<file path="src/rtl/red_lut_pipe_pkg.sv">
// red_pkg: shared defaults, FSM state type and the fold weight for the
// folding reducer (red_lut_pipe) and its interface.
package red_pkg;
  localparam int DATA_SIZE_DEF = 40;
  localparam int M_BITS_DEF    = 3;
  localparam int TAG_W_DEF     = 8;

  localparam logic [DATA_SIZE_DEF-1:0] P_DEFAULT = 40'h85BFC65FEF;

  // Weight of one fold unit, 2^(DATA_SIZE-1), at the default width.
  localparam logic [DATA_SIZE_DEF-1:0] HALF = {1'b1, {(DATA_SIZE_DEF-1){1'b0}}};

  typedef enum logic {
    REBUILD = 1'b0,
    RUN     = 1'b1
  } state_t;
endpackage

</file>
<file path="src/rtl/red_lut_pipe_if.sv">
// red_lut_pipe_if: operand stream, result stream and modulus-load channel
// of the folding reducer, plus its busy flag.
//   master : drives in_valid/in_data/in_tag, out_ready, cfg_valid/cfg_p
//   slave  : drives in_ready, out_valid/out_data/out_tag, cfg_ready,
//            cfg_err, busy
interface red_lut_pipe_if #(
  parameter int DATA_SIZE = red_pkg::DATA_SIZE_DEF,
  parameter int M_BITS    = red_pkg::M_BITS_DEF,
  parameter int TAG_W     = red_pkg::TAG_W_DEF
);
  logic                        in_valid;
  logic                        in_ready;
  logic [DATA_SIZE+M_BITS-2:0] in_data;
  logic [TAG_W-1:0]            in_tag;
  logic                        out_valid;
  logic                        out_ready;
  logic [DATA_SIZE-1:0]        out_data;
  logic [TAG_W-1:0]            out_tag;
  logic                        cfg_valid;
  logic                        cfg_ready;
  logic [DATA_SIZE-1:0]        cfg_p;
  logic                        cfg_err;
  logic                        busy;

  modport master (
    output in_valid, in_data, in_tag, out_ready, cfg_valid, cfg_p,
    input  in_ready, out_valid, out_data, out_tag, cfg_ready, cfg_err, busy
  );

  modport slave (
    input  in_valid, in_data, in_tag, out_ready, cfg_valid, cfg_p,
    output in_ready, out_valid, out_data, out_tag, cfg_ready, cfg_err, busy
  );
endinterface

</file>
<file path="src/rtl/red_lut_pipe_ram.sv">
// red_lut_ram: 2^M_BITS x DATA_SIZE correction table.
//   clk          : clock
//   we/waddr/wdata : synchronous write port (table rebuild)
//   raddr/rdata  : asynchronous read port (pipeline stage 1)
module red_lut_ram #(
  parameter int DATA_SIZE = 40,
  parameter int M_BITS    = 3
) (
  input  logic                 clk,
  input  logic                 we,
  input  logic [M_BITS-1:0]    waddr,
  input  logic [DATA_SIZE-1:0] wdata,
  input  logic [M_BITS-1:0]    raddr,
  output logic [DATA_SIZE-1:0] rdata
);
  logic [DATA_SIZE-1:0] mem [2**M_BITS];

  always_ff @(posedge clk) begin
    if (we) mem[waddr] <= wdata;
  end

  assign rdata = mem[raddr];
endmodule

</file>
<file path="src/rtl/red_lut_pipe.sv">
// red_lut_pipe: pipelined modular folding reducer. An operand
// {M, low} is reduced as (M*2^(DATA_SIZE-1) + low) mod p using a table of
// k*2^(DATA_SIZE-1) mod p rebuilt in hardware whenever p is (re)loaded.
//   clk, rst : clock, synchronous active-high reset
//   bus      : red_lut_pipe_if.slave (operand/result streams, cfg, busy)
//
// state   | meaning
// REBUILD | filling table entries 1..2^M_BITS-1 from p_reg, no operands
// RUN     | 2-stage reduce pipeline live, modulus loads accepted when idle
module red_lut_pipe #(
  parameter int                   DATA_SIZE = red_pkg::DATA_SIZE_DEF,
  parameter int                   M_BITS    = red_pkg::M_BITS_DEF,
  parameter logic [DATA_SIZE-1:0] P_DEFAULT = red_pkg::P_DEFAULT,
  parameter int                   TAG_W     = red_pkg::TAG_W_DEF
) (
  input logic           clk,
  input logic           rst,
  red_lut_pipe_if.slave bus
);
  import red_pkg::*;

  localparam logic [DATA_SIZE:0] HALF_W = {2'b01, {(DATA_SIZE-1){1'b0}}};

  state_t               state, state_nxt;
  logic [DATA_SIZE-1:0] p_reg, acc, acc_nxt;
  logic [DATA_SIZE:0]   p_ext, t;
  logic [M_BITS-1:0]    k;
  logic                 run, load_p, cfg_fire, cfg_ok, cfg_ready;
  logic                 s2_adv, s1_open, in_ready, in_fire;
  logic                 s1_valid, out_valid_q, cfg_err_q;
  logic [DATA_SIZE:0]   s1_sum, sum;
  logic [TAG_W-1:0]     s1_tag, out_tag_q;
  logic [DATA_SIZE-1:0] out_data_q, red_out, tbl_rdata, tbl_wdata;
  logic [M_BITS-1:0]    tbl_waddr, op_m;
  logic [DATA_SIZE-2:0] op_low;
  logic                 tbl_we;

  assign run   = (state == RUN);
  assign p_ext = {1'b0, p_reg};

  // Next table entry: previous entry plus one fold unit, reduced once.
  assign t       = {1'b0, acc} + HALF_W;
  assign acc_nxt = (t >= p_ext) ? DATA_SIZE'(t - p_ext) : t[DATA_SIZE-1:0];

  assign s2_adv    = !out_valid_q || bus.out_ready;
  assign s1_open   = !s1_valid || s2_adv;
  assign cfg_ready = run && !s1_valid && !out_valid_q;
  assign cfg_fire  = bus.cfg_valid && cfg_ready;
  assign cfg_ok    = ({1'b0, bus.cfg_p} > HALF_W) && bus.cfg_p[0];
  assign load_p    = cfg_fire && cfg_ok;
  // A modulus load wins over an operand offered in the same cycle.
  assign in_ready  = run && !cfg_fire && s1_open;
  assign in_fire   = bus.in_valid && in_ready;

  assign op_m   = bus.in_data[DATA_SIZE+M_BITS-2 -: M_BITS];
  assign op_low = bus.in_data[DATA_SIZE-2:0];
  assign sum    = {2'b00, op_low} + {1'b0, tbl_rdata};
  // sum < 2p, so a single conditional subtract fully reduces it.
  assign red_out = (s1_sum >= p_ext) ? DATA_SIZE'(s1_sum - p_ext)
                                     : s1_sum[DATA_SIZE-1:0];

  always_comb begin
    state_nxt = state;
    case (state)
      REBUILD: if (k == '1) state_nxt = RUN;
      RUN:     if (load_p)  state_nxt = REBUILD;
      default: state_nxt = REBUILD;
    endcase
  end

  // Entry 0 is always zero; it is (re)written while the write port is
  // otherwise idle, i.e. in the reset or load cycle.
  always_comb begin
    tbl_we    = rst || load_p || !run;
    tbl_waddr = k;
    tbl_wdata = acc_nxt;
    if (rst || load_p) begin
      tbl_waddr = '0;
      tbl_wdata = '0;
    end
  end

  red_lut_ram #(.DATA_SIZE(DATA_SIZE), .M_BITS(M_BITS)) u_ram (
    .clk   (clk),
    .we    (tbl_we),
    .waddr (tbl_waddr),
    .wdata (tbl_wdata),
    .raddr (op_m),
    .rdata (tbl_rdata)
  );

  always_ff @(posedge clk) begin
    if (rst) begin
      state       <= REBUILD;
      p_reg       <= P_DEFAULT;
      acc         <= '0;
      k           <= M_BITS'(1);
      s1_valid    <= 1'b0;
      s1_sum      <= '0;
      s1_tag      <= '0;
      out_valid_q <= 1'b0;
      out_data_q  <= '0;
      out_tag_q   <= '0;
      cfg_err_q   <= 1'b0;
    end else begin
      state     <= state_nxt;
      cfg_err_q <= cfg_fire && !cfg_ok;
      if (load_p) begin
        p_reg <= bus.cfg_p;
        acc   <= '0;
        k     <= M_BITS'(1);
      end else if (!run) begin
        acc <= acc_nxt;
        k   <= k + M_BITS'(1);
      end
      if (s1_open) begin
        s1_valid <= in_fire;
        if (in_fire) begin
          s1_sum <= sum;
          s1_tag <= bus.in_tag;
        end
      end
      if (s2_adv) begin
        out_valid_q <= s1_valid;
        if (s1_valid) begin
          out_data_q <= red_out;
          out_tag_q  <= s1_tag;
        end
      end
    end
  end

  assign bus.in_ready  = in_ready;
  assign bus.out_valid = out_valid_q;
  assign bus.out_data  = out_data_q;
  assign bus.out_tag   = out_tag_q;
  assign bus.cfg_ready = cfg_ready;
  assign bus.cfg_err   = cfg_err_q;
  assign bus.busy      = !run;
endmodule

</file>
<file path="src/flat_wrapper.sv">
// flat-port wrapper written by rule: the top's interface ports become plain ports
module red_lut_pipe_flat import red_pkg::*;
#(
  parameter int                   DATA_SIZE = red_pkg::DATA_SIZE_DEF,
  parameter int                   M_BITS    = red_pkg::M_BITS_DEF,
  parameter logic [DATA_SIZE-1:0] P_DEFAULT = red_pkg::P_DEFAULT,
  parameter int                   TAG_W     = red_pkg::TAG_W_DEF
)
  (clk, rst, bus_in_valid, bus_in_data, bus_in_tag, bus_out_ready, bus_cfg_valid, bus_cfg_p, bus_in_ready, bus_out_valid, bus_out_data, bus_out_tag, bus_cfg_ready, bus_cfg_err, bus_busy);
  red_lut_pipe_if #(.DATA_SIZE(DATA_SIZE), .M_BITS(M_BITS), .TAG_W(TAG_W)) bus_i ();
  input logic clk;
  input logic rst;
  input wire logic [$bits(bus_i.in_valid)-1:0] bus_in_valid;
  input wire logic [$bits(bus_i.in_data)-1:0] bus_in_data;
  input wire logic [$bits(bus_i.in_tag)-1:0] bus_in_tag;
  input wire logic [$bits(bus_i.out_ready)-1:0] bus_out_ready;
  input wire logic [$bits(bus_i.cfg_valid)-1:0] bus_cfg_valid;
  input wire logic [$bits(bus_i.cfg_p)-1:0] bus_cfg_p;
  output wire logic [$bits(bus_i.in_ready)-1:0] bus_in_ready;
  output wire logic [$bits(bus_i.out_valid)-1:0] bus_out_valid;
  output wire logic [$bits(bus_i.out_data)-1:0] bus_out_data;
  output wire logic [$bits(bus_i.out_tag)-1:0] bus_out_tag;
  output wire logic [$bits(bus_i.cfg_ready)-1:0] bus_cfg_ready;
  output wire logic [$bits(bus_i.cfg_err)-1:0] bus_cfg_err;
  output wire logic [$bits(bus_i.busy)-1:0] bus_busy;
  assign bus_i.in_valid = bus_in_valid;
  assign bus_i.in_data = bus_in_data;
  assign bus_i.in_tag = bus_in_tag;
  assign bus_i.out_ready = bus_out_ready;
  assign bus_i.cfg_valid = bus_cfg_valid;
  assign bus_i.cfg_p = bus_cfg_p;
  assign bus_in_ready = bus_i.in_ready;
  assign bus_out_valid = bus_i.out_valid;
  assign bus_out_data = bus_i.out_data;
  assign bus_out_tag = bus_i.out_tag;
  assign bus_cfg_ready = bus_i.cfg_ready;
  assign bus_cfg_err = bus_i.cfg_err;
  assign bus_busy = bus_i.busy;
  red_lut_pipe #(.DATA_SIZE(DATA_SIZE), .M_BITS(M_BITS), .P_DEFAULT(P_DEFAULT), .TAG_W(TAG_W)) u_core (.clk(clk), .rst(rst), .bus(bus_i));
endmodule
</file>
<file path="config.mk">
export PLATFORM = sky130hd
export DESIGN_NAME = red_lut_pipe_flat
export DESIGN_NICKNAME = d
export VERILOG_FILES = /design/src/rtl/red_lut_pipe_pkg.sv /design/src/rtl/red_lut_pipe_if.sv /design/src/rtl/red_lut_pipe_ram.sv /design/src/rtl/red_lut_pipe.sv /design/src/flat_wrapper.sv
export SDC_FILE = /design/constraint.sdc
export NUM_CORES = 1
export LEC_CHECK = 0
export ABC_CLOCK_PERIOD_IN_PS = 15830
export BUFFER_PORTS_ARGS = -buffer_cell sky130_fd_sc_hd__buf_2
export CORE_UTILIZATION = 40
export CTS_CLUSTER_SIZE = 14
export DETAILED_ROUTE_END_ITERATION = 8
export HOLD_SLACK_MARGIN = 0.12
export PLACE_DENSITY = 0.62
export SKIP_CTS_REPAIR_TIMING = 1
export SLEW_MARGIN = 5
export SYNTH_ARGS = -nofsm -noshare
export SYNTH_HDL_FRONTEND = slang
export SYNTH_SLANG_ARGS = --single-unit
</file>
<file path="constraint.sdc">
create_clock -name clk -period 15.83 [get_ports clk]
set_clock_uncertainty 0.15 [all_clocks]
set_input_delay 0.7915 -clock clk [delete_from_list [all_inputs] [get_ports clk]]
set_output_delay 0.7915 -clock clk [all_outputs]
set_load 0.05 [all_outputs]
</file>
== Word level (Yosys, flattened, before mapping) ==
Memory sizes are Yosys's and may differ from the RTL's.
Cells that the tools add are included.

* Bits in latches: 0
* Bits in read-only memories: 0
* Memories kept: 1
* Logic and storage cells: 52
* Bits of input ports: 95
* Register bits: 184
* Bits in writable memories: 320
* Output and inout bits: 53

{| class="wikitable"
|+ Memories
! memory !! depth !! width !! rd ports !! clocked after memory_dff !! write ports !! RTL line !! source
|-
| u_core.u_ram.mem || 8 || 40 || 1 || 0 || 1 || red_lut_pipe_ram.sv:16 || <nowiki>logic [DATA_SIZE-1:0] mem [2**M_BITS];</nowiki>
|}

* $add $sub $neg: 5
* Reductions and logical operators: 21
* Bitwise operators: 1
* Multiplexer cells: 9
* Multipliers: 0
* Eq/ne operators: 1
* $lt $le $gt $ge: 3
* Div/mod/pow operators: 0
* Shifts and indexed selects: 0

{| class="wikitable"
|+ Operators with widths
! cell !! count
|-
| 40-bit two-way mux || 3
|-
| 41-bit by 40-bit greater-or-equal comparator with 1-bit output || 2
|-
| 40-bit subtractor || 2
|-
| 39-bit by 40-bit adder with 41-bit output || 1
|-
| 40-bit by 40-bit adder with 41-bit output, second input constant || 1
|-
| 40-bit greater-than comparator, second input constant || 1
|-
| 1-bit logical AND || 9
|-
| 1-bit zero test || 5
|-
| 1-bit logical OR || 4
|-
| 1-bit two-way mux || 4
|-
| 2-bit AND reduction || 2
|-
| 3-bit by 1-bit adder with 3-bit output, second input constant || 1
|-
| 3-bit equality test, second input constant || 1
|-
| 3-bit two-way mux || 1
|-
| 1-bit case mux with 2 select lines || 1
|-
| 2-bit OR reduction || 1
|-
| 1-bit NOT || 1
|}

== Longest topological paths before layout ==
* Depth after elaboration: 9
* Mapped depth: 16
* Depth with buffers taken out: 13

== Cells and area by module ==
A second synthesis with hierarchy kept.

* Cells, all modules: 2,340
* Area total of the unflattened synthesis: 26,053.7 sq um

{| class="wikitable"
|+ Modules (own cells, without submodules)
! module !! sequential area each (sq um) !! cells each !! instances !! area each (sq um)
|-
| red_lut_pipe || 3,683.5 || 1,865 || 1 || 13,683.1
|-
| red_lut_ram || 9,609.2 || 475 || 1 || 12,370.6
|}

== Least setup slack after synthesis ==
Ideal clock, no wire load.

* Path type: input to register
* From: input port rst
* To: memory u_core.u_ram.mem[2][0], enable pin
* Path slack: 10.083 ns
* Arrival: 5.060 ns
* Library setup time: 0.537 ns
* Required time: 15.143 ns
* Path buffers: 2
* Cell stages on the path: 3
* Path through: clkbuf_1 > clkbuf_1 > nor4_1

* Longest elaborated chain between the ends: 4
* Elaborated cells between the ends (all ways): 5
* Those cells by class: mux (3); reduce/logical (2)

{| class="wikitable"
|+ RTL lines
! what !! RTL line !! source
|-
| from (decl) || flat_wrapper.sv:12 || <nowiki>input logic rst;</nowiki>
|-
| 1-bit logical OR (*) || red_lut_pipe.sv:74, red_lut_pipe.sv:77 ||
|-
| 1-bit logical OR || red_lut_pipe.sv:74 || <nowiki>tbl_we = rst || load_p || !run;</nowiki>
|-
| 1-bit two-way mux || red_lut_pipe_ram.sv:19 || <nowiki>if (we) mem[waddr] <= wdata;</nowiki>
|-
| 1-bit two-way mux (not written as such) || red_lut_pipe_ram.sv:19 ||
|-
| to (decl) || red_lut_pipe_ram.sv:16 ||
|}

Every way passes the cells marked *; elsewhere a longest branch is shown, timed or not.

== Worst setup path in the final report ==
* From: input port bus_in_data[40]
* To: register u_core.s1_sum[34]

* Longest elaborated chain between the ends: 2

{| class="wikitable"
|+ RTL lines
! what !! RTL line !! source
|-
| from (decl) || flat_wrapper.sv:14 || <nowiki>input wire logic [$bits(bus_i.in_data)-1:0] bus_in_data;</nowiki>
|-
| memory 8 x 40 bit || - ||
|-
| 39-bit by 40-bit adder with 41-bit output || red_lut_pipe.sv:57 || <nowiki>assign sum = {2'b00, op_low} + {1'b0, tbl_rdata};</nowiki>
|-
| to (signal assigned) || red_lut_pipe.sv:119 || <nowiki>s1_sum <= sum;</nowiki>
|-
| to (decl) || red_lut_pipe.sv:31 || <nowiki>logic [DATA_SIZE:0] s1_sum, sum;</nowiki>
|}

No other way between the ends.
A chain may end at the register's enable or synchronous reset.

==> metrics.md <==
| Metric | Value |
|---|---|
| Initial core utilization | `40.5%` |
| Logic pwr share | `24.4%` |
| Clk sink count | `504` |
| Commonest non-fill, non-tap cells in the layout | `320 x edfxtp_1, 284 x nand2_1, 225 x a21oi_1` |
| Peak supply drop | `0.0875 mV` |
| DR WL/cell | `22.8 um` |
| Max Cap Viol | `0` |
| Final Power | `3.86 mW` |
| CTS Buf Count | `54` |
| Clk pwr share | `33.0%` |
| Worst Path Buf+Inv | `2` |
| Worst-skew pair later-pin latency | `620 ps` |
| Endpoint class of the critical path | `flip-flop` |
| Switch Pwr | `1.21 mW` |
| Post-synth EDFFs | `320` |
| Largest net degree at the start of global routing | `68` |
| Grt ovf | `0` |
| First-pass GRT wire length | `115 mm` |
| Status | `finished, final reports clean` |
| Mapped Area | `26100 um2` |
| Critical path arrival | `5570 ps` |
| Global placement routability congestion | `0.923` |
| Power Dens Cells | `131 nW/um2` |
| Chip Height | `257 um` |
| Initial antenna violation count | `0` |
| Port buffer count | `147` |
| CTS tree | `done` |
| Sequential element share of the synthesized area | `50.9%` |
| Synth top area cells | `edfxtp_1 37%, dfxtp_1 14%, mux4_2 6.9%` |
| CP top delay family | `compound AO/OA/AOI/OAI gates` |
| Leakage power | `11.2 nW` |
| Crit path cell chain | `buf_4 -> buf_4 -> mux4_2 -> mux2_2 -> ha_1 -> fa_1 -> a211oi_1 -> o21ai_0 -> o31ai_1 -> a21oi_1 -> nor3_1 -> a211oi_2 -> a311oi_1 -> xor2_1 -> o21ai_0` |
| Router iterations before antenna repair | `6` |
| N_diodes | `0` |
| Die X-Extent | `257 um` |
| Maximum clock insertion buffer count | `3` |
| HPWL Detailed | `53.0 mm` |
| Yosys top cell by area | `edfxtp_1` |
| Critical path's largest stage delay | `650 ps` |
| DRT Wirelength | `76.2 mm` |
| # H-tree levels | `2` |
| Mapped Nets | `2564` |
| Max reg flops | `320` |
| Seq pwr share | `42.6%` |
| Clk pin slew, worst setup/hold paths | `70 ps` |
| Setup violators final | `0` |
| Worst Setup Start Kind | `input port` |
| Max-Slew Margin vs Limit | `26.9%` |
| Slowest-stage cell, CP | `buf_4` |
| DIE AREA | `66300 um2` |
| Net count, final | `2669` |
| Flops & latches, synth | `504` |
| Final setup TNS | `0 ps` |
| Worst-Margin Slew | `1090 ps` |
| Int Pwr | `2.65 mW` |
| Mapped Cells | `2344` |
| Residual DRC | `0` |
| Final min period | `5240 ps` |
| Crit Path Class | `in2reg` |
| Core area | `64500 um2` |
| DR vias/cell | `5.76` |
| I/O pins | `148` |
| Post-DP Area | `27700 um2` |
| Largest register by flop count | `u_core.u_ram.mem` |
| Largest regs | `u_core.u_ram.mem (320), u_core.s1_sum (41)` |
| Unique cell type count in the Yosys netlist | `80` |
| Fmax | `191 MHz` |
| YS warnings | `0` |
| CTS Root Cell | `clkbuf_16` |
| Final instance area | `29500 um2` |
| Layout cells sized above 1 | `16.3%` |
| Hold crit path type | `in2reg` |
| Fin crit share | `33.1%` |
| Switching Share | `31.3%` |
| Iteration-0 DRC Markers | `1756` |
| Slew Viols, Final | `0` |
| Leading cell type in the layout, fill and taps excluded | `edfxtp_1` |
| Via count | `19300` |
| Maximum fanout along the worst path | `47` |
| Synth top area share | `36.8%` |
| Average cell area after synthesis | `11.1 um2` |
| Tot GR Track Use | `22.7%` |
| FP Rows | `93` |
| Vias in the first global route | `19100` |
| RSZ-0062 raised after global routing | `no` |
| Ys flop type | `edfxtp_1` |
| Hold Vio Cnt, Final | `0` |
| Asr flop ratio synth | `0%` |
| Layout area overhead | `12.9%` |
| Remaining antenna violation count | `0` |
| CP required | `16170 ps` |
## metal layers
| layer | routed length (um) | track usage [%] | vias up |
|---|---|---|---|
| met5 | 0 | 0 | - |
| met1 | 35100 | 32.1 | 9484 |
| li1 | - | - | 9026 |
| met4 | 1610 | 5.69 | 0 |
| met3 | 4660 | 3.07 | 103 |
| met2 | 34900 | 36.8 | 664 |
## final timing paths
| check | startpoint | to | slack, ps | depth (start not counted) |
|---|---|---|---|---|
| worst max-delay path | bus_in_data[40] | u_core.s1_sum[34] | 10590 | 15 |
| worst min-delay path | bus_cfg_p[32] | u_core.p_reg[32] | 240 | 3 |
| worst max register to register | u_core.p_reg[1] | u_core.u_ram.mem[6][14] | 11250 | 11 |
| worst min register to register | u_core.bus.out_tag[3] | u_core.bus.out_tag[3] | 300 | 2 |
## cell families after synthesis
group,after synthesis,synth area share (%)
and+or+nand+nor,630,11.2
DFF,504,50.9
adders and majority gates,125,6.08
buffers and inverters,198,3.04
muxes,172,10.6
xor gates and xnor gates,97,3.26
AOI/OAI and AO/OA,618,14.8
## power groups by stage
stage          clock network, mW  logic (mW)  registers (mW)
6_report                    1.27       0.942            1.64
5_1_grt                     1.35        1.02            1.65
4_1_cts                     1.30       0.931            1.64
3_5_place_dp                   0       0.927            1.67
3_3_place_gp                   0       0.911            1.67
2_1_floorplan                  0       0.679            1.66
## area by class of cell
type / count / area [um2]
clock inverter: 32 / 308
fill: 5949 / 35000
clock buffer: 69 / 1490
timing repair buffer: 171 / 921
multi-input combinational: 1642 / 12100
sequential: 504 / 13300
tap: 855 / 1070
inverter: 76 / 285
## synthesized netlist by cell type (33+ instances only)
library cell and count:
a211oi_1 33, a21o_1 59, a21oi_1 225, clkbuf_1 90
dfxtp_1 184, edfxtp_1 320, ha_1 122, inv_1 75
mux2_2 40, mux2i_1 51, mux4_2 80, nand2_1 286
nand3_1 42, nor2_1 112, nor3_1 35, o211ai_1 44
o21ai_0 108, xnor2_1 62, xor2_1 35
## per-stage QoR
stage                     std cells  hold WS (ps)  setup WS [ps]  util, %
after floorplan                2344           282          10080        -
after global placement         3248           286          10000     42.9
after detailed placement       3248           296           9970     42.9
after CTS                      3349           220          10600     45.7
after global routing           3349           247          10300     45.7
final                          3349           244          10590     45.7
## worst reg2reg max path, cell delays in order, from the launching register on
cell and delay (ps):
dfxtp_1 450, inv_1 160, ha_1 310, nor2b_1 180, o211ai_1 120, a21boi_0 500
o211a_1 330, o21ai_0 200, nand3_1 280, and2_4 600, nor2_1 100, a211oi_1 860
(Power assumes the default switching activity.)
